### src/rtl/turn_lamp_driver_if.sv
// Lamp driver bus: ignition/turn/gear requests in, lamp drives and flash count out.
// HAZARD_EN adds the _hazard request line.
interface turn_lamp_driver_if;
  logic       _switch;
  logic [1:0] _turnState;
  logic [1:0] _gearState;
`ifdef HAZARD_EN
  logic       _hazard;
`endif
  logic       _leftLamp;
  logic       _rightLamp;
  logic       _reverseLamp;
  logic [7:0] _flashCount;

`ifdef HAZARD_EN
  modport master (output _switch, _turnState, _gearState, _hazard,
                  input  _leftLamp, _rightLamp, _reverseLamp, _flashCount);
  modport slave  (input  _switch, _turnState, _gearState, _hazard,
                  output _leftLamp, _rightLamp, _reverseLamp, _flashCount);
`else
  modport master (output _switch, _turnState, _gearState,
                  input  _leftLamp, _rightLamp, _reverseLamp, _flashCount);
  modport slave  (input  _switch, _turnState, _gearState,
                  output _leftLamp, _rightLamp, _reverseLamp, _flashCount);
`endif
endinterface

### src/rtl/turn_lamp_driver.sv
// Turn/hazard indicator blinker, reverse lamp and dashboard flash counter.
// Optional feature: define HAZARD_EN to add the _hazard input.
module turn_lamp_driver #(
  parameter  int unsigned BLINK_HALF = 25_000_000,
  localparam int unsigned CNT_W      = $clog2(BLINK_HALF)
) (
  input  logic                clock,
  input  logic                _reset,
  turn_lamp_driver_if.slave   bus
);

  typedef enum logic [1:0] {IDLE, ON, OFF} state_t;

  state_t             state_q, state_n;
  logic               side_q, side_n;   // 0 left, 1 right
  logic               haz_q, haz_n;
  logic [CNT_W-1:0]   cnt_q, cnt_n;
  logic [7:0]         flash_q, flash_n;
  logic               left_q, right_q, rev_q;

  logic               hazard_req;
  logic               req_valid, req_side;
  logic               phase_end;
  state_t             adv_state;
  logic [CNT_W-1:0]   adv_cnt;
  logic [7:0]         adv_flash;

`ifdef HAZARD_EN
  assign hazard_req = bus._hazard;
`else
  assign hazard_req = 1'b0;
`endif

  // 01 and 11 are the only valid requests; bit 1 selects the side
  assign req_valid = bus._turnState[0];
  assign req_side  = bus._turnState[1];

  assign phase_end = (cnt_q == CNT_W'(BLINK_HALF - 1));

  always_comb begin
    adv_state = state_q;
    adv_cnt   = cnt_q + CNT_W'(1);
    adv_flash = flash_q;
    if (phase_end) begin
      adv_cnt = '0;
      if (state_q == ON) begin
        adv_state = OFF;
        if (flash_q != '1) adv_flash = flash_q + 8'd1;
      end else begin
        adv_state = ON;
      end
    end
  end

  always_comb begin
    state_n = state_q;
    side_n  = side_q;
    haz_n   = haz_q;
    cnt_n   = cnt_q;
    flash_n = flash_q;
    if (!bus._switch) begin
      state_n = IDLE;
      side_n  = 1'b0;
      haz_n   = 1'b0;
      cnt_n   = '0;
      flash_n = '0;
    end else if (hazard_req) begin
      haz_n = 1'b1;
      if (!haz_q) begin
        state_n = ON;
        cnt_n   = '0;
        flash_n = '0;
      end else begin
        state_n = adv_state;
        cnt_n   = adv_cnt;
        flash_n = adv_flash;
      end
    end else if (haz_q) begin
      // Hazard released: keep phase timing with the requested side, or stop
      haz_n   = 1'b0;
      flash_n = '0;
      if (req_valid) begin
        side_n  = req_side;
        state_n = adv_state;
        cnt_n   = adv_cnt;
      end else begin
        state_n = IDLE;
        side_n  = 1'b0;
        cnt_n   = '0;
      end
    end else begin
      unique case (state_q)
        IDLE: begin
          if (req_valid) begin
            state_n = ON;
            side_n  = req_side;
            cnt_n   = '0;
            flash_n = '0;
          end
        end
        ON, OFF: begin
          if (!req_valid) begin
            state_n = IDLE;
            side_n  = 1'b0;
            cnt_n   = '0;
            flash_n = '0;
          end else if (req_side != side_q) begin
            state_n = ON;
            side_n  = req_side;
            cnt_n   = '0;
            flash_n = '0;
          end else begin
            state_n = adv_state;
            cnt_n   = adv_cnt;
            flash_n = adv_flash;
          end
        end
        default: begin
          state_n = IDLE;
          cnt_n   = '0;
          flash_n = '0;
        end
      endcase
    end
  end

  always_ff @(posedge clock or posedge _reset) begin
    if (_reset) begin
      state_q <= IDLE;
      side_q  <= 1'b0;
      haz_q   <= 1'b0;
      cnt_q   <= '0;
      flash_q <= '0;
      left_q  <= 1'b0;
      right_q <= 1'b0;
      rev_q   <= 1'b0;
    end else begin
      state_q <= state_n;
      side_q  <= side_n;
      haz_q   <= haz_n;
      cnt_q   <= cnt_n;
      flash_q <= flash_n;
      // Lamps registered from next state so they track the FSM with no extra latency
      left_q  <= (state_n == ON) && (haz_n || !side_n);
      right_q <= (state_n == ON) && (haz_n ||  side_n);
      rev_q   <= bus._switch && (bus._gearState == 2'b10);
    end
  end

  assign bus._leftLamp    = left_q;
  assign bus._rightLamp   = right_q;
  assign bus._reverseLamp = rev_q;
  assign bus._flashCount  = flash_q;

endmodule

### src/flat_wrapper.sv
// flat-port wrapper written by rule: the top's interface ports become plain ports
module turn_lamp_driver_flat 
#(
  parameter  int unsigned BLINK_HALF = 25_000_000,
  localparam int unsigned CNT_W      = $clog2(BLINK_HALF)
)
  (clock, _reset, bus__switch, bus__turnState, bus__gearState, bus__leftLamp, bus__rightLamp, bus__reverseLamp, bus__flashCount);
  turn_lamp_driver_if bus_i ();
  input  logic clock;
  input  logic _reset;
  input wire logic [$bits(bus_i._switch)-1:0] bus__switch;
  input wire logic [$bits(bus_i._turnState)-1:0] bus__turnState;
  input wire logic [$bits(bus_i._gearState)-1:0] bus__gearState;
  output wire logic [$bits(bus_i._leftLamp)-1:0] bus__leftLamp;
  output wire logic [$bits(bus_i._rightLamp)-1:0] bus__rightLamp;
  output wire logic [$bits(bus_i._reverseLamp)-1:0] bus__reverseLamp;
  output wire logic [$bits(bus_i._flashCount)-1:0] bus__flashCount;
  assign bus_i._switch = bus__switch;
  assign bus_i._turnState = bus__turnState;
  assign bus_i._gearState = bus__gearState;
  assign bus__leftLamp = bus_i._leftLamp;
  assign bus__rightLamp = bus_i._rightLamp;
  assign bus__reverseLamp = bus_i._reverseLamp;
  assign bus__flashCount = bus_i._flashCount;
  turn_lamp_driver #(.BLINK_HALF(BLINK_HALF)) u_core (.clock(clock), ._reset(_reset), .bus(bus_i));
endmodule
### config.mk
export PLATFORM = sky130hd
export DESIGN_NAME = turn_lamp_driver_flat
export DESIGN_NICKNAME = d
export VERILOG_FILES = /design/src/rtl/turn_lamp_driver_if.sv /design/src/rtl/turn_lamp_driver.sv /design/src/flat_wrapper.sv
export SDC_FILE = /design/constraint.sdc
export NUM_CORES = 1
export LEC_CHECK = 0
export BUFFER_PORTS_ARGS = -buffer_cell sky130_fd_sc_hd__buf_2
export CAP_MARGIN = 10
export CELL_PAD_IN_SITES_DETAIL_PLACEMENT = 1
export CELL_PAD_IN_SITES_GLOBAL_PLACEMENT = 1
export CORE_MARGIN = 4
export CORE_UTILIZATION = 41
export DETAILED_ROUTE_END_ITERATION = 10
export PLACE_DENSITY = 0.79
export REMOVE_ABC_BUFFERS = 1
export SLEW_MARGIN = 20
export SYNTH_ARGS = -nofsm -noshare
export SYNTH_HDL_FRONTEND = slang
export SYNTH_SLANG_ARGS = --single-unit
### constraint.sdc
create_clock -name clock -period 2.34 [get_ports clock]
set_input_delay 0.234 -clock clock [delete_from_list [all_inputs] [get_ports clock]]
set_output_delay 0.234 -clock clock [all_outputs]
set_load 0.03 [all_outputs]
==> flow_metrics.py, run 1 <==
metrics = {
    "run_status": {
        "result_of_the_run": "finished clean",
    },
    "yosys": {
        "number_of_enable_type_register_cells_in_the_synthesized_netlist": 0,
        "synth_warnings": 0,
        "yosys_most_used_dff": "sky130_fd_sc_hd__dfrtp_1",
        "mapped_avg_cell_area_um2": 8.88,
        "mappedNetlistArea_um2": 2290,
        "ys_async_sr_fraction": 1.00,
        "synth.distinct_cells": 47,
        "netlist_instances": 258,
        "synth_seq_area_share": 0.426,
        "ys_ff_latch": 39,
    },
    "floorplanning": {
        "rows": 26,
        "dieArea_um2": 6850,
        "floorplan.initialDensity": 0.435,
        "dieWidth_um": 82.8,
        "die_height_um": 82.8,
        "pin_count": 18,
        "floorplan.core_area_um2": 5270,
    },
    "timing": {
        "finalHoldViolCount": 0,
        "report.final.slew_viol_count": 0,
        "timing.slew.headroom": 0.582,
        "measured_slew_at_the_worst_slew_check_pin_ps": 622,
        "finalSetupViolCount": 0,
        "unrepaired_setup_endpoints_after_global_routing": "true",
        "worst_clock_skew_ps": 9.49,
        "period_needed_ps": 2330,
        "fraction_of_the_cycle_the_final_worst_path_needs": 0.997,
        "maxClockFrequency_mhz": 429,
    },
    "cts": {
        "cts_num_sinks": 39,
        "cts-root-to-sink-buffers": 2,
        "cts-buffers-inserted": 5,
        "cts_post_setup_buffers_inserted": 0,
        "clkSlewWorstSetupHoldPaths_ps": 80,
        "clock-root-buffer": "sky130_fd_sc_hd__clkbuf_8",
        "clk_latency_ps": 290,
        "ctsHtreeMaxLevel": 2,
        "ctsHoldBuffers": 0,
        "tritoncts_clock_tree": "built",
    },
    "flow_run": {
        "maxCapViolations": 0,
    },
    "detailed_routing": {
        "first_pass_iters": 4,
        "ant_nets": 0,
        "drt_iter0_markers": 45,
        "wire_per_inst_um": 16.4,
        "route.detailed.drc": 0,
        "drt_wl_total_mm": 6.03,
        "vias": 2097,
        "detail_route.vias_per_cell": 5.71,
    },
    "placement": {
        "routabilityCongestion": 0.783,
        "post-dp-hpwl_mm": 4.39,
        "total_of_buffers_placed_on_input_and_output_ports": 17,
    },
    "setup_path": {
        "critical_path_cell_with_the_highest_stage_delay": "sky130_fd_sc_hd__or4b_4",
        "worst-r2r-cell-count": 5,
        "critical_path.most_common_cell": "sky130_fd_sc_hd__or4_4",
        "instance_count_on_the_critical_path": 5,
        "critical-path-top-delay-family": "simple AND/OR/NAND/NOR gates",
        "chain_of_cells_forming_the_critical_path": "or4b_4, or4_4, or3_4, or4_4, nand3_2",
        "worst_path_class_setup": "reg2reg",
        "critical_path_arrival_ps": 2570,
        "critPathCaptureType": "register",
        "critical_path_buf_inv_count": 0,
        "timing.critical_path.required_ps": 2580,
        "startpoint_type": "register",
        "crit_path_max_incr_delay_ps": 550,
        "path_max_fanout": 3,
    },
    "cells_and_area": {
        "n_fill_cell": 656,
        "syn2layout_area_growth_pct": 21.0,
        "n_antenna_cell": 0,
        "multi_input_area_um2": 1290,
        "utilization": 0.526,
        "ff_latch_area_um2": 976,
        "drive_gt1_frac": 0.229,
        "nets": 310,
    },
    "pwr": {
        "power.static_leakage_nw": 1.22,
        "design_power_total_mw": 1.40,
        "cellPowerDensity_nw_per_um2": 504,
        "worst_ir_drop_vdd_mv": 0.233,
    },
    "hold_path": {
        "worstHoldPathType": "in2async",
    },
    "grt": {
        "grt_pass1_vias": 2151,
        "grt_antenna_before_repair": 0,
        "globalRouteOverflowTotal": 0,
        "grt_pass1_wl_mm": 10.5,
        "pin_count_of_the_biggest_net_entering_global_routing": 40,
        "grt_use_total": 0.199,
    },
}
-- layout by cell type, fill, tap and decap left out, types with 2 or more instances in the layout --
master,synthesis,routed
sky130_fd_sc_hd__nor2_1,20,20
sky130_fd_sc_hd__nand3b_1,2,2
sky130_fd_sc_hd__dfrtp_1,39,39
sky130_fd_sc_hd__clkbuf_8,0,6
sky130_fd_sc_hd__nand3_1,18,16
sky130_fd_sc_hd__or2_2,2,2
sky130_fd_sc_hd__o21ai_0,13,12
sky130_fd_sc_hd__nand2b_1,2,2
sky130_fd_sc_hd__a21o_1,2,2
sky130_fd_sc_hd__inv_1,10,10
sky130_fd_sc_hd__or4_4,1,3
sky130_fd_sc_hd__nand3_2,0,2
sky130_fd_sc_hd__buf_4,0,23
sky130_fd_sc_hd__nor3_1,11,9
sky130_fd_sc_hd__nor4_1,3,3
sky130_fd_sc_hd__or3_1,6,5
sky130_fd_sc_hd__and3_1,5,5
sky130_fd_sc_hd__ha_1,7,7
sky130_fd_sc_hd__a22o_1,2,2
sky130_fd_sc_hd__buf_2,0,17
sky130_fd_sc_hd__and4_1,3,3
sky130_fd_sc_hd__and2_1,5,5
sky130_fd_sc_hd__a31oi_1,7,7
sky130_fd_sc_hd__xor2_1,7,7
sky130_fd_sc_hd__nand2_1,25,25
sky130_fd_sc_hd__o211ai_1,4,4
sky130_fd_sc_hd__a21oi_1,12,11
sky130_fd_sc_hd__nand4_1,15,15
sky130_fd_sc_hd__xnor2_1,7,7
-- state kept, by name, indices dropped and copies added (netlist names) --
register	cells
u_core.bus._reverseLamp	1
u_core.state_q	2
u_core.bus._rightLamp	1
u_core.bus._leftLamp	1
u_core.cnt_q	25
u_core.side_q	1
u_core.bus._flashCount	8
-- cells by family (layout without fill, tap and decap cells) --
| kind of cell | Yosys count | after routing | synth area share |
|---|---|---|---|
| AND/OR/NAND/NOR | 130 | 130 | 0.317 |
| XOR/XNOR | 14 | 14 | 0.0535 |
| buffers and inverters | 20 | 59 | 0.0366 |
| flip-flops | 39 | 39 | 0.426 |
| adder cells (fa/ha/maj) | 7 | 7 | 0.0382 |
| AO/OA/AOI/OAI | 48 | 48 | 0.129 |
-- path summary, 6_finish.rpt --
path / startpoint / end / slack (ps)
min reg2reg: u_core.cnt_q[0] / u_core.cnt_q[0] / 530
max reg2reg: u_core.cnt_q[17] / u_core.bus._flashCount[6] / 7
max in group asynchronous: _reset / u_core.cnt_q[22] / 1930
min: _reset / u_core.cnt_q[8] / 50
max: u_core.cnt_q[17] / u_core.bus._flashCount[6] / 7
min in group clock: bus__gearState[1] / u_core.bus._reverseLamp / 200
-- cells in the mapped netlist, types with 2 or more instances --
cell | number | area [um2]
sky130_fd_sc_hd__dfrtp_1 | 39 | 976
sky130_fd_sc_hd__nand2_1 | 25 | 93.8
sky130_fd_sc_hd__nor2_1 | 20 | 75.1
sky130_fd_sc_hd__nand3_1 | 18 | 90.1
sky130_fd_sc_hd__nand4_1 | 15 | 93.8
sky130_fd_sc_hd__o21ai_0 | 13 | 65.1
sky130_fd_sc_hd__a21oi_1 | 12 | 60.1
sky130_fd_sc_hd__nor3_1 | 11 | 55.1
sky130_fd_sc_hd__inv_1 | 10 | 37.5
sky130_fd_sc_hd__clkbuf_1 | 8 | 30.0
sky130_fd_sc_hd__a31oi_1 | 7 | 43.8
sky130_fd_sc_hd__ha_1 | 7 | 87.6
sky130_fd_sc_hd__xnor2_1 | 7 | 61.3
sky130_fd_sc_hd__xor2_1 | 7 | 61.3
sky130_fd_sc_hd__or3_1 | 6 | 37.5
sky130_fd_sc_hd__and2_1 | 5 | 31.3
sky130_fd_sc_hd__and3_1 | 5 | 31.3
sky130_fd_sc_hd__o211ai_1 | 4 | 30.0
sky130_fd_sc_hd__and4_1 | 3 | 26.3
sky130_fd_sc_hd__nor4_1 | 3 | 18.8
sky130_fd_sc_hd__a21o_1 | 2 | 15.0
sky130_fd_sc_hd__a22o_1 | 2 | 17.5
sky130_fd_sc_hd__nand2b_1 | 2 | 12.5
sky130_fd_sc_hd__nand3b_1 | 2 | 15.0
sky130_fd_sc_hd__or2_2 | 2 | 12.5
sky130_fd_sc_hd__or4_1 | 2 | 15.0
-- area by class of cell --
class,count,share of cell area
clock buffers,6,0.0298
clock inverters,2,0.0126
inverters,10,0.0135
multi-input cells,199,0.464
flip-flops and latches,39,0.352
well taps,70,0.0316
repair buffers,41,0.0970
-- per-layer routing --
metal	vias to the layer above	wire, um	track usage	part of all wire
li1	1022	-	-	-
met1	1048	2790	0.251	0.46
met2	21	3010	0.354	0.50
met3	6	171	0.0346	0.028
met4	0	53	0.0441	0.0088
met5	-	0	0	0
-- worst reg2reg max path, delay by kind of cell (launching register included) --
family           cells  cell delay, ps
DFF                  1             380
and+or+nand+nor      5            1900
-- per-stage QoR --
| stage | worst slack [ps] | setup TNS [ps] | cell area, um2 | cells | hold slack (ps) |
|---|---|---|---|---|---|
| floorplan | -191 | -540 | 2250 | 248 | 382 |
| global placement | -67.8 | -108 | 2600 | 359 | 380 |
| detailed placement | -130 | -585 | 2600 | 359 | 397 |
| CTS | -34.9 | -112 | 2730 | 367 | 72.3 |
| global route | -70.7 | -127 | 2770 | 367 | 90.4 |
| finish | 7.23 | 0 | 2770 | 367 | 49.5 |
-- report_power, final --
part           internal, mW  total [mW]  switching, mW
sequential            0.680       0.685        0.00490
combinational        0.0365       0.118         0.0820
clock                 0.345       0.593          0.248
total                  1.06        1.40          0.335
-- what timing repair did --
item	in CTS	in global routing
endpoints found under the setup margin	11	10
gates resized for setup	3	10
pin swaps	6	3
cloned	0	0
No activity file was read; power rests on OpenSTA's default activity.
==> run 2, diff against run 1 <==
==> constraint.sdc (replaced) <==
create_clock -name clock -period 2.34 [get_ports clock]
set_input_delay 0.117 -clock clock [delete_from_list [all_inputs] [get_ports clock]]
set_output_delay 0.117 -clock clock [all_outputs]
set_load 0.03 [all_outputs]
==> flow_metrics.py, run 2 (synthesis results as in run 1) <==
metrics = {
    "run_status": {
        "result_of_the_run": "finished clean",
    },
    "hold_path": {
        "min_to": "u_core.bus._reverseLamp",
        "timing.hold.worst.start": "bus__gearState[1]",
        "worstHoldPathType": "in2reg",
        "hold_depth": 2,
    },
    "setup_path": {
        "ff2ff_setup_slack_ps": 6,
        "timing.critical_path.required_ps": 2580,
        "critPathCaptureType": "register",
        "startpoint_type": "register",
        "regToRegStartpoint": "u_core.cnt_q[17]",
        "chain_of_cells_forming_the_critical_path": "or4b_4, or4_4, or3_4, or4_4, nand3_2",
        "critical_path_cell_with_the_highest_stage_delay": "sky130_fd_sc_hd__or4b_4",
        "crit_path_max_incr_delay_ps": 550,
        "critical-path-top-delay-family": "simple AND/OR/NAND/NOR gates",
        "critical_path_arrival_ps": 2570,
        "path_max_fanout": 3,
        "regToRegEndpoint": "u_core.bus._flashCount[6]",
        "critical_path.most_common_cell": "sky130_fd_sc_hd__or4_4",
        "critical_path_buf_inv_count": 0,
        "worst_path_class_setup": "reg2reg",
        "worst-r2r-cell-count": 5,
    },
    "timing": {
        "finalSetupViolCount": 0,
        "report.final.slew_viol_count": 0,
        "worst_clock_skew_ps": 9.15,
        "min_hold_slack_ps": 89.5,
        "timing.slew.headroom": 0.582,
        "maxClockFrequency_mhz": 429,
        "period_needed_ps": 2330,
        "measured_slew_at_the_worst_slew_check_pin_ps": 622,
        "finalHoldViolCount": 0,
        "unrepaired_setup_endpoints_after_global_routing": "true",
        "fraction_of_the_cycle_the_final_worst_path_needs": 0.997,
    },
    "pwr": {
        "power.sequential.fraction": 0.491,
        "power.share.combinational": 0.086,
        "cellPowerDensity_nw_per_um2": 501,
        "power.static_leakage_nw": 1.22,
        "design_power_total_mw": 1.40,
        "power.net_switching_mw": 0.332,
        "intPower_mw": 1.06,
        "worst_ir_drop_vdd_mv": 0.233,
        "power.switching_fraction": 0.238,
        "clkPwrFrac": 0.423,
    },
    "cts": {
        "clock-root-buffer": "sky130_fd_sc_hd__clkbuf_8",
        "cts-root-to-sink-buffers": 2,
        "tritoncts_clock_tree": "built",
        "clkSlewWorstSetupHoldPaths_ps": 80,
        "cts_num_sinks": 39,
        "cts_post_setup_buffers_inserted": 0,
        "ctsHtreeMaxLevel": 2,
        "clk_latency_ps": 290,
        "cts-buffers-inserted": 5,
    },
    "floorplanning": {
        "dieArea_um2": 6850,
        "die_height_um": 82.8,
        "floorplan.initialDensity": 0.435,
        "floorplan.core_area_um2": 5270,
        "rows": 26,
        "dieWidth_um": 82.8,
        "pin_count": 18,
    },
    "cells_and_area": {
        "layout.cells.most_common_list": "39 x sky130_fd_sc_hd__dfrtp_1, 25 x sky130_fd_sc_hd__nand2_1, 23 x sky130_fd_sc_hd__buf_4",
        "largest-register": "u_core.cnt_q",
        "drive_gt1_frac": 0.228,
        "utilization": 0.528,
        "final_common_cell": "sky130_fd_sc_hd__dfrtp_1",
        "stdcell_count": 368,
        "nets": 311,
        "max_reg_flops": 25,
        "syn2layout_area_growth_pct": 21.5,
        "n_antenna_cell": 0,
    },
    "detailed_routing": {
        "detail_route.vias_per_cell": 5.73,
        "wire_per_inst_um": 16.5,
        "first_pass_iters": 4,
        "route.detailed.drc": 0,
        "vias": 2110,
        "ant_nets": 0,
        "drt_wl_total_mm": 6.07,
        "drt_iter0_markers": 51,
    },
    "flow_run": {
        "maxCapViolations": 0,
    },
    "placement": {
        "total_of_buffers_placed_on_input_and_output_ports": 17,
        "place.detailed.instances": 359,
        "post-dp-hpwl_mm": 4.39,
        "routabilityCongestion": 0.783,
    },
    "grt": {
        "globalRouteOverflowTotal": 0,
        "grt_use_total": 0.200,
        "pin_count_of_the_biggest_net_entering_global_routing": 40,
        "grt_pass1_wl_mm": 10.6,
        "grt_antenna_before_repair": 0,
        "grt_pass1_vias": 2168,
    },
}
## run 2: layer usage
metal	vias to the layer above	global-route usage	wire, um
li1	1024	-	-
met1	1049	0.251	2750
met2	29	0.357	3060
met3	8	0.0356	198
met4	0	0.0490	68
met5	-	0	0
## run 2: worst max-delay path by stage
stage                                endpoint  slack [ps]  cells after the start        startpoint
floorplan           u_core.bus._flashCount[5]        -190                      5  u_core.cnt_q[17]
global route        u_core.bus._flashCount[6]         -70                      6  u_core.cnt_q[17]
finish              u_core.bus._flashCount[6]           6                      5  u_core.cnt_q[17]
CTS                 u_core.bus._flashCount[6]         -30                      5  u_core.cnt_q[17]
global placement    u_core.bus._flashCount[5]         -70                      5  u_core.cnt_q[15]
detailed placement  u_core.bus._flashCount[5]        -130                      5  u_core.cnt_q[15]
## run 2: final cells by class
class	instances	area [um2]
timing repair buffer	42	279
fill	655	2490
clock inverter	2	35.0
multi-input combinational	199	1290
inverter	10	37.5
clock buffer	6	82.6
sequential	39	976
tap	70	87.6
## run 2: per-stage QoR
step	area (um2)	setup WS, ps	TNS, ps
CTS	2740	-34.9	-112
global route	2780	-70.7	-127
detailed placement	2600	-130	-585
finish	2780	6.45	0
global placement	2600	-67.8	-108
floorplan	2250	-191	-540
## run 2: worst register-to-register path: cells and delay by family, from the launching register on
family	cells	cell delay [ps]
AND/OR/NAND/NOR	5	1900
flip-flops	1	380
## run 2: power groups by stage
stage	Clock [mW]	Combinational, mW	Sequential, mW
3_5_place_dp	0	0.114	0.699
3_3_place_gp	0	0.109	0.698
6_report	0.590	0.120	0.685
4_1_cts	0.604	0.117	0.685
2_1_floorplan	0	0.0610	0.704
5_1_grt	0.637	0.136	0.686
## run 2: what timing repair did
action / in CTS / in global routing
endpoints found under the setup margin: 11 / 10
pin swaps: 6 / 3
gates resized for setup: 3 / 10
hold buffers: 1 / 0
endpoints found under the hold margin: 39 / 0
